[config.mk]
export PLATFORM = sky130hd
export DESIGN_NAME = mux_arbiter_8to1_32bit_flat
export DESIGN_NICKNAME = d
export VERILOG_FILES = /design/src/rtl/mux_arbiter_8to1_32bit_if.sv /design/src/rtl/mux_arbiter_8to1_32bit.sv /design/src/flat_wrapper.sv
export SDC_FILE = /design/constraint.sdc
export NUM_CORES = 1
export LEC_CHECK = 0
export CAP_MARGIN = 20
export CORE_AREA = 2 2 119 121
export CTS_BUF_LIST = sky130_fd_sc_hd__clkbuf_2
export DETAILED_ROUTE_END_ITERATION = 16
export DIE_AREA = 0 0 121 123
export GPL_TIMING_DRIVEN = 0
export PLACE_DENSITY = 0.81
export SYNTH_ARGS = -nofsm -noshare
export SYNTH_HDL_FRONTEND = slang
export SYNTH_SLANG_ARGS = --single-unit
[constraint.sdc]
create_clock -name Clock -period 7.43 [get_ports Clock]
set_input_delay 1.1145 -clock Clock [delete_from_list [all_inputs] [get_ports Clock]]
set_output_delay 1.1145 -clock Clock [all_outputs]
set_load 0.1 [all_outputs]
[src/rtl/mux_arbiter_8to1_32bit_if.sv]
// Bus bundle for the 8-requester, 32-bit round-robin arbiter.
// master = requester/consumer side, slave = arbiter side.
interface mux_arbiter_8to1_32bit_if;
  logic [7:0]  Req;
  logic [31:0] In0;
  logic [31:0] In1;
  logic [31:0] In2;
  logic [31:0] In3;
  logic [31:0] In4;
  logic [31:0] In5;
  logic [31:0] In6;
  logic [31:0] In7;
  logic        OutReady;
  logic [31:0] Out;
  logic        OutValid;
  logic [7:0]  Grant;
  logic [2:0]  Select;

  modport master (
    output Req, In0, In1, In2, In3, In4, In5, In6, In7, OutReady,
    input  Out, OutValid, Grant, Select
  );

  modport slave (
    input  Req, In0, In1, In2, In3, In4, In5, In6, In7, OutReady,
    output Out, OutValid, Grant, Select
  );
endinterface

[src/rtl/mux_arbiter_8to1_32bit.sv]
// Round-robin 8:1 arbiter with a registered 32-bit output and valid/ready handoff.
// One transfer per two cycles at most; the winner's data is held until accepted.
module mux_arbiter_8to1_32bit (
  input  logic                    Clock,
  input  logic                    Reset,
  mux_arbiter_8to1_32bit_if.slave bus
);

  localparam int unsigned NREQ = 8;
  localparam int unsigned DW   = 32;
  localparam int unsigned IW   = 3;

  localparam logic [0:0] IDLE = 1'b0;
  localparam logic [0:0] HOLD = 1'b1;

  logic [0:0]    state_q, state_d;
  logic [IW-1:0] ptr_q, ptr_d;
  logic [DW-1:0] out_q, out_d;
  logic          valid_q, valid_d;
  logic [NREQ-1:0] grant_q, grant_d;
  logic [IW-1:0] select_q, select_d;

  logic [DW-1:0] in_arr [NREQ];
  logic          win_found;
  logic [IW-1:0] win_idx;
  logic [IW-1:0] idx;

  assign in_arr[0] = bus.In0;
  assign in_arr[1] = bus.In1;
  assign in_arr[2] = bus.In2;
  assign in_arr[3] = bus.In3;
  assign in_arr[4] = bus.In4;
  assign in_arr[5] = bus.In5;
  assign in_arr[6] = bus.In6;
  assign in_arr[7] = bus.In7;

  // State and output registers
  always_ff @(posedge Clock) begin
    if (Reset) begin
      state_q  <= IDLE;
      ptr_q    <= '0;
      out_q    <= '0;
      valid_q  <= 1'b0;
      grant_q  <= '0;
      select_q <= '0;
    end else begin
      state_q  <= state_d;
      ptr_q    <= ptr_d;
      out_q    <= out_d;
      valid_q  <= valid_d;
      grant_q  <= grant_d;
      select_q <= select_d;
    end
  end

  // Next-state, winner search starting at the pointer, and next outputs
  always_comb begin
    state_d   = state_q;
    ptr_d     = ptr_q;
    out_d     = out_q;
    valid_d   = valid_q;
    grant_d   = '0;
    select_d  = select_q;
    win_found = 1'b0;
    win_idx   = '0;
    idx       = '0;

    for (int i = 0; i < int'(NREQ); i++) begin
      idx = ptr_q + IW'(i);
      if (!win_found && bus.Req[idx]) begin
        win_found = 1'b1;
        win_idx   = idx;
      end
    end

    case (state_q)
      IDLE: begin
        if (win_found) begin
          out_d    = in_arr[win_idx];
          select_d = win_idx;
          grant_d  = NREQ'(1) << win_idx;
          valid_d  = 1'b1;
          state_d  = HOLD;
        end
      end
      HOLD: begin
        // Completion edge: no arbitration here, pointer moves past the winner
        if (bus.OutReady) begin
          valid_d = 1'b0;
          ptr_d   = select_q + IW'(1);
          state_d = IDLE;
        end
      end
      default: state_d = IDLE;
    endcase
  end

  assign bus.Out      = out_q;
  assign bus.OutValid = valid_q;
  assign bus.Grant    = grant_q;
  assign bus.Select   = select_q;

endmodule

[src/flat_wrapper.sv]
// flat-port wrapper written by rule: the top's interface ports become plain ports
module mux_arbiter_8to1_32bit_flat 
  (Clock, Reset, bus_Req, bus_In0, bus_In1, bus_In2, bus_In3, bus_In4, bus_In5, bus_In6, bus_In7, bus_OutReady, bus_Out, bus_OutValid, bus_Grant, bus_Select);
  mux_arbiter_8to1_32bit_if bus_i ();
  input  logic Clock;
  input  logic Reset;
  input wire logic [$bits(bus_i.Req)-1:0] bus_Req;
  input wire logic [$bits(bus_i.In0)-1:0] bus_In0;
  input wire logic [$bits(bus_i.In1)-1:0] bus_In1;
  input wire logic [$bits(bus_i.In2)-1:0] bus_In2;
  input wire logic [$bits(bus_i.In3)-1:0] bus_In3;
  input wire logic [$bits(bus_i.In4)-1:0] bus_In4;
  input wire logic [$bits(bus_i.In5)-1:0] bus_In5;
  input wire logic [$bits(bus_i.In6)-1:0] bus_In6;
  input wire logic [$bits(bus_i.In7)-1:0] bus_In7;
  input wire logic [$bits(bus_i.OutReady)-1:0] bus_OutReady;
  output wire logic [$bits(bus_i.Out)-1:0] bus_Out;
  output wire logic [$bits(bus_i.OutValid)-1:0] bus_OutValid;
  output wire logic [$bits(bus_i.Grant)-1:0] bus_Grant;
  output wire logic [$bits(bus_i.Select)-1:0] bus_Select;
  assign bus_i.Req = bus_Req;
  assign bus_i.In0 = bus_In0;
  assign bus_i.In1 = bus_In1;
  assign bus_i.In2 = bus_In2;
  assign bus_i.In3 = bus_In3;
  assign bus_i.In4 = bus_In4;
  assign bus_i.In5 = bus_In5;
  assign bus_i.In6 = bus_In6;
  assign bus_i.In7 = bus_In7;
  assign bus_i.OutReady = bus_OutReady;
  assign bus_Out = bus_i.Out;
  assign bus_OutValid = bus_i.OutValid;
  assign bus_Grant = bus_i.Grant;
  assign bus_Select = bus_i.Select;
  mux_arbiter_8to1_32bit u_core (.Clock(Clock), .Reset(Reset), .bus(bus_i));
endmodule
==> results.yml, run 1 <==
setup_path:
  cp.arrival_ps: 5930
  worstSetupPathType: "flip-flop to flip-flop"
  path_max_fanout: 10
  cp_common_cell: "clkbuf_1"
  cpMaxStageDelayCell: "mux4_2"
  startpoint: "u_core.ptr_q[1]"
  crit_buf_inv: 6
  critPathTopFamily: "buffers and inverters"
  startpoint_type: "flip-flop"
  critPathRequiredTime_ps: 7860
  rr_worst_depth: 14
  rrSetupSlack_ps: 1930
  crit_path_cell_trace: "clkbuf_1, buf_1, inv_1, ha_1, buf_6, mux4_2, mux2_2, nor4_2, a31oi_2, nor2_1, clkbuf_1, clkbuf_1, nand2_1, o21ai_1"
  reg2reg_from: "u_core.ptr_q[1]"
  crit-reg2reg-capture: "u_core.bus.Out[12]"
  slowest_delay_ps: 600
  end_kind: "flip-flop"
pwr:
  power.share.clock: 0.071
  seq_power_share: 0.191
  power.leakage_nw: 3.17
  internal-power_w: 0.000839
  p_sw_frac: 0.540
  p_comb_frac: 0.738
  vdd_drop_max_mv: 0.108
  p_switching_w: 0.000983
  p_per_area_nw_per_um2: 217
synth:
  netlist_area_sq_um: 5040
  ys_seq_area_frac: 0.191
  async_flop_share: 0
  synth-seq-cells: 48
  synth_cell_types: 62
  yosysWarnings: 0
  ys.flop_type: "dfxtp_1"
  syn_area_per_cell_sq_um: 8.35
  syn-num-nets: 873
  synth_edf_count: 0
  yosysMostFrequentCell: "nand2_1"
  synthTopCellsByArea: "dfxtp_1 19%, mux2i_1 8.5%, mux2_2 6.5%"
  synthCells: 603
  synthTopCellsByCount: "69 x nand2_1, 48 x dfxtp_1, 43 x mux2i_1"
  synth_top_area_frac: 0.191
  synth.largest_area_cell: "dfxtp_1"
global_routing:
  grt_max_degree: 17
  overflow: 0
  antenna_found_initial: 2
  grt.total_usage: 0.289
  grt_pass1_vias: 6076
  grt_pass1_wl_mm: 33.1
finish:
  stdcell_count: 1103
  layout.nets: 1190
  seqCellArea_sq_um: 961
  multi_input_area_sq_um: 3740
  area_growth_pct: 67.1
  drive_above_1_share: 0.109
  fillerInstances: 1226
routing:
  vias: 6189
  routed_wl_mm: 22.7
  drt_iter0_markers: 323
  ant_nets: 0
  wl_per_cell_um: 20.6
  first_pass_iters: 5
  drc: 0
  vias_per_cell: 5.61
place:
  portBuffers: 310
  numPlacedInstances: 1093
  place.gp.congestion: 0.946
  dp_hpwl_mm: 18.2
floorplanning:
  fp-row-count: 43
  start_util: 0.370
  die_h_um: 123
  die_x_um: 121
  ios: 311
  fp.dieArea_sq_um: 14900
  design.core.area_sq_um: 13600
sta:
  drv_slew: 0
  slew_headroom: 0.251
  hold_viol: 0
  finalSetupTns_ps: 0
  min_period_ps: 5500
  fmax_ghz: 0.182
  finClkSkew_ps: 52.7
  setup_viol: 0
  worstMarginPinSlew_ps: 1120
  rsz0062_at_grt: "no"
  post-route-period-util: 0.740
min_path:
  hp-class: "flip-flop to flip-flop"
  hold_depth: 2
  hold_start: "u_core.bus.Out[30]"
  hold_end: "u_core.bus.Out[30]"
clocking:
  cts_root_buf: "clkbuf_2"
  cts-hold-fix-buffers: 0
  post_cts_resized: 0
  clk_pin_slew_ps: 330
  htree_levels: 2
  clock_path_buffers: 2
  tritoncts: "done"
  clk_latency_ps: 490
  cts_sinks: 48
  cts_buffers: 5
  cts_setup_buffers: 0
run:
  timing.max_cap.violations: 0
outcome:
  status: "finished clean"
[worst max path at each step]
stage,to,slack [ps],cells past startpoint
5_1_grt,u_core.bus.Out[13],1670,14
2_1_floorplan,u_core.bus.Out[0],3320,15
4_1_cts,u_core.bus.Out[13],2050,14
3_5_place_dp,u_core.bus.Out[13],2160,14
3_3_place_gp,u_core.bus.Out[6],2200,14
6_report,u_core.bus.Out[12],1930,14
[power groups by stage]
stage	clock network (W)	logic (W)	registers, W
3_5_place_dp	0	0.00134	0.000353
4_1_cts	0.000132	0.00134	0.000348
5_1_grt	0.000143	0.00142	0.000354
2_1_floorplan	0	0.000535	0.000734
6_report	0.000130	0.00134	0.000348
3_3_place_gp	0	0.00133	0.000350
[area by class of cell]
class                      count  share of cell area
buffer                        54              0.0378
sequential                    48               0.114
clock inverter                 3             0.00268
multi-input combinational    496               0.444
inverter                       5             0.00223
clock buffer                   5             0.00297
antenna                        2            0.000595
tap                          180              0.0268
timing repair buffer         310               0.369
[state kept, by name, indices dropped and copies added, names as in the netlist]
register,cells
u_core.bus.Select,3
u_core.bus.Grant,8
u_core.bus.OutValid,1
u_core.state_q,1
u_core.ptr_q,3
u_core.bus.Out,32
[metal layers]
metal	routed length (um)	GRT usage	vias to the layer above
met1	8570	0.344	2874
li1	-	-	2938
met5	0	0	-
met2	11300	0.501	333
met4	682	0.102	0
met3	2120	0.0775	44
[placed cells by master, fill, tap and decap left out, types with 4 or more instances in the layout]
master and instances:
clkdlybuf4s50_1 310, nand2_1 69, dfxtp_1 48, mux2i_1 43, a21oi_1 37, mux2_2 29, clkbuf_1 22, o21ai_1 22
nor3_1 21, and3_1 20, o22a_1 20, o21bai_1 19, a31oi_1 19, a2bb2oi_1 19, and2_1 18, a211oi_1 18
nand3_1 16, a221o_1 14, mux4_2 13, nor2_1 13, o21a_1 13, a21o_1 12, buf_2 11, buf_4 9
buf_6 9, o21ai_0 8, clkbuf_2 5, inv_1 4, mux2_1 4, nor2b_1 4, nand2b_1 4
[cell families (layout without fill, tap and decap cells)]
logic type | after synthesis | in the layout | share of synthesized area
other | 0 | 2 | 0
AND/OR/NAND/NOR | 180 | 180 | 0.188
AO/OA/AOI/OAI | 220 | 220 | 0.323
flip-flops | 48 | 48 | 0.191
buffers and inverters | 59 | 377 | 0.0668
adder cells (fa/ha/maj) | 3 | 3 | 0.00745
multiplexers | 89 | 89 | 0.217
XOR/XNOR | 4 | 4 | 0.00696
[per-stage QoR]
stage / util / total power (W) / instance area, sq um / worst slack [ps] / hold slack (ps)
CTS: 0.618 / 0.00182 / 8410 / 2050 / 467
global route: 0.618 / 0.00191 / 8410 / 1670 / 474
detailed placement: 0.614 / 0.00169 / 8360 / 2160 / 439
global placement: 0.614 / 0.00168 / 8360 / 2200 / 432
floorplan: - / 0.00127 / 5040 / 3320 / 499
finish: 0.618 / 0.00182 / 8420 / 1930 / 466
[tightest hold or removal path: stages, from the launching register on]
cell and delay, ps:
dfxtp_1 380, nand2_1 50, o21ai_1 50
Power figures use the tool's default switching activity.
==> inputs of run 2 (changes only) <==
Settings changed: CORE_AREA 2 2 119 121 to 2 2 121 123, DIE_AREA 0 0 121 123 to 0 0 123 125, PLACE_DENSITY 0.81 to 0.78.
Clock period 7.43 ns to 5.2 ns, I/O delays scaled along.
==> results.yml, run 2 (synthesis gave the netlist of run 1 again) <==
clocking:
  cts-hold-fix-buffers: 0
  cts_buffers: 5
  clk_pin_slew_ps: 260
  htree_levels: 2
  post_cts_resized: 1
  cts_setup_buffers: 0
  cts_root_buf: "clkbuf_2"
  tritoncts: "done"
  clock_path_buffers: 2
  clk_latency_ps: 470
  cts_sinks: 48
routing:
  first_pass_iters: 5
  vias: 6124
  ant_nets: 0
  route.met3.wl_mm: 1.98
  wl_met1_mm: 8.58
  vias_per_cell: 5.54
  wl_per_cell_um: 20.0
  wl_met2_mm: 11.1
  top_layer: "met4"
  routed_wl_mm: 22.1
  drc: 0
  drt_iter0_markers: 382
pwr:
  p_per_area_nw_per_um2: 316
  p_sw_frac: 0.518
  vdd_drop_max_mv: 0.163
  power.total_w: 0.00267
  seq_power_share: 0.186
  power.share.clock: 0.099
  p_comb_frac: 0.715
  p_switching_w: 0.00139
  power.leakage_nw: 3.20
  internal-power_w: 0.00129
setup_path:
  slowest_delay_ps: 510
  worstSetupPathType: "flip-flop to flip-flop"
  cp.arrival_ps: 5190
  path_max_fanout: 10
  cpMaxStageDelayCell: "mux4_2"
  crit_path_cell_trace: "clkbuf_1, clkbuf_2, inv_1, ha_1, buf_6, mux2_1, mux4_2, o32ai_4, nor4b_4, a221oi_4, nor3_2, nand2_2, buf_2, o22a_1, and3_1"
  startpoint_type: "flip-flop"
  critPathRequiredTime_ps: 5600
  end_kind: "flip-flop"
  crit_buf_inv: 5
  critPathTopFamily: "buffers and inverters"
place:
  place_area_sq_um: 8370
  portBuffers: 310
  dp_hpwl_mm: 17.8
  pre_cts_ws_ps: -64.3
  place.gp.congestion: 0.923
finish:
  drive_above_1_share: 0.112
  area_growth_pct: 68.0
  postLayoutCellArea_sq_um: 8460
  layout_commonest_cell: "clkdlybuf4s50_1"
  final_cell_mix: "310 x clkdlybuf4s50_1, 69 x nand2_1, 48 x dfxtp_1, 43 x mux2i_1, 37 x a21oi_1"
  largest_reg_flops: 32
  layout.nets: 1190
  fillerInstances: 1294
sta:
  post-route-period-util: 0.922
  rsz0062_at_grt: "no"
  drv_slew: 0
  fmax_ghz: 0.209
  worstMarginPinSlew_ps: 1080
  finClkSkew_ps: 12.4
  hold_viol: 0
  fin_ws_ps: 407
  setup_viol: 0
  slew_headroom: 0.279
  min_period_ps: 4790
floorplanning:
  die_x_um: 123
  design.core.area_sq_um: 14200
  fp-row-count: 44
  die_h_um: 125
  start_util: 0.355
  ios: 311
  fp.dieArea_sq_um: 15400
global_routing:
  grt_pass1_vias: 5977
  antenna_found_initial: 1
  grt_pass1_wl_mm: 32.8
  overflow: 0
  grt_max_degree: 15
  grt.total_usage: 0.274
outcome:
  status: "finished clean"
run:
  timing.max_cap.violations: 0
min_path:
  hp-class: "flip-flop to flip-flop"
-- run 2: cell type report --
cell class	instances	area [sq um]	share of cell area
multi-input cells	496	3740	0.442
well taps	184	230	0.0272
clock buffers	5	25.0	0.00296
inverters	5	18.8	0.00222
plain buffers	54	322	0.0380
clock inverters	2	60.1	0.00710
repair buffers	310	3100	0.367
flip-flops and latches	48	961	0.114
diodes	1	2.50	0.000296
-- run 2: stage by stage --
| step | hold WS (ps) | utilization | setup TNS (ps) | std cells |
|---|---|---|---|---|
| 2_1_floorplan | 499 | - | 0 | 603 |
| 3_3_place_gp | 432 | 0.589 | -139 | 1097 |
| 3_5_place_dp | 439 | 0.589 | -500 | 1097 |
| 4_1_cts | 466 | 0.595 | 0 | 1104 |
| 5_1_grt | 480 | 0.596 | 0 | 1105 |
| 6_report | 464 | 0.596 | 0 | 1105 |
-- run 2: power by group through the flow --
stage | clock [W] | combinational [W] | sequential, W
6_report | 0.000265 | 0.00191 | 0.000497
5_1_grt | 0.000282 | 0.00202 | 0.000507
4_1_cts | 0.000269 | 0.00191 | 0.000497
3_5_place_dp | 0 | 0.00190 | 0.000505
3_3_place_gp | 0 | 0.00190 | 0.000502
2_1_floorplan | 0 | 0.000765 | 0.00105
-- run 2: worst paths after layout --
path / slack (ps) / end / start / cells after the start
setup / recovery: 410 / u_core.bus.Out[2] / u_core.ptr_q[1] / 15
hold / removal: 460 / u_core.bus.Out[13] / u_core.bus.Out[13] / 2
setup reg to reg: 410 / u_core.bus.Out[2] / u_core.ptr_q[1] / 15
hold reg to reg: 460 / u_core.bus.Out[13] / u_core.bus.Out[13] / 2
-- run 2: worst min-delay path, cell delays in order, from the launching register on --
cell and delay (ps):
dfxtp_1 370, nand2_1 50, o21ai_1 50
-- run 2: routing by layer --
| layer | track usage | vias up |
|---|---|---|
| li1 | - | 2938 |
| met1 | 0.321 | 2865 |
| met2 | 0.504 | 298 |
| met3 | 0.0584 | 23 |
| met4 | 0.0608 | 0 |
| met5 | 0 | - |
==> inputs of run 3 (changes only) <==
Settings changed: SLEW_MARGIN from default to 20, TNS_END_PERCENT from default to 10.
==> results of run 3 <==
No change in the layout: final DEF, timing and power equal those of run 2.
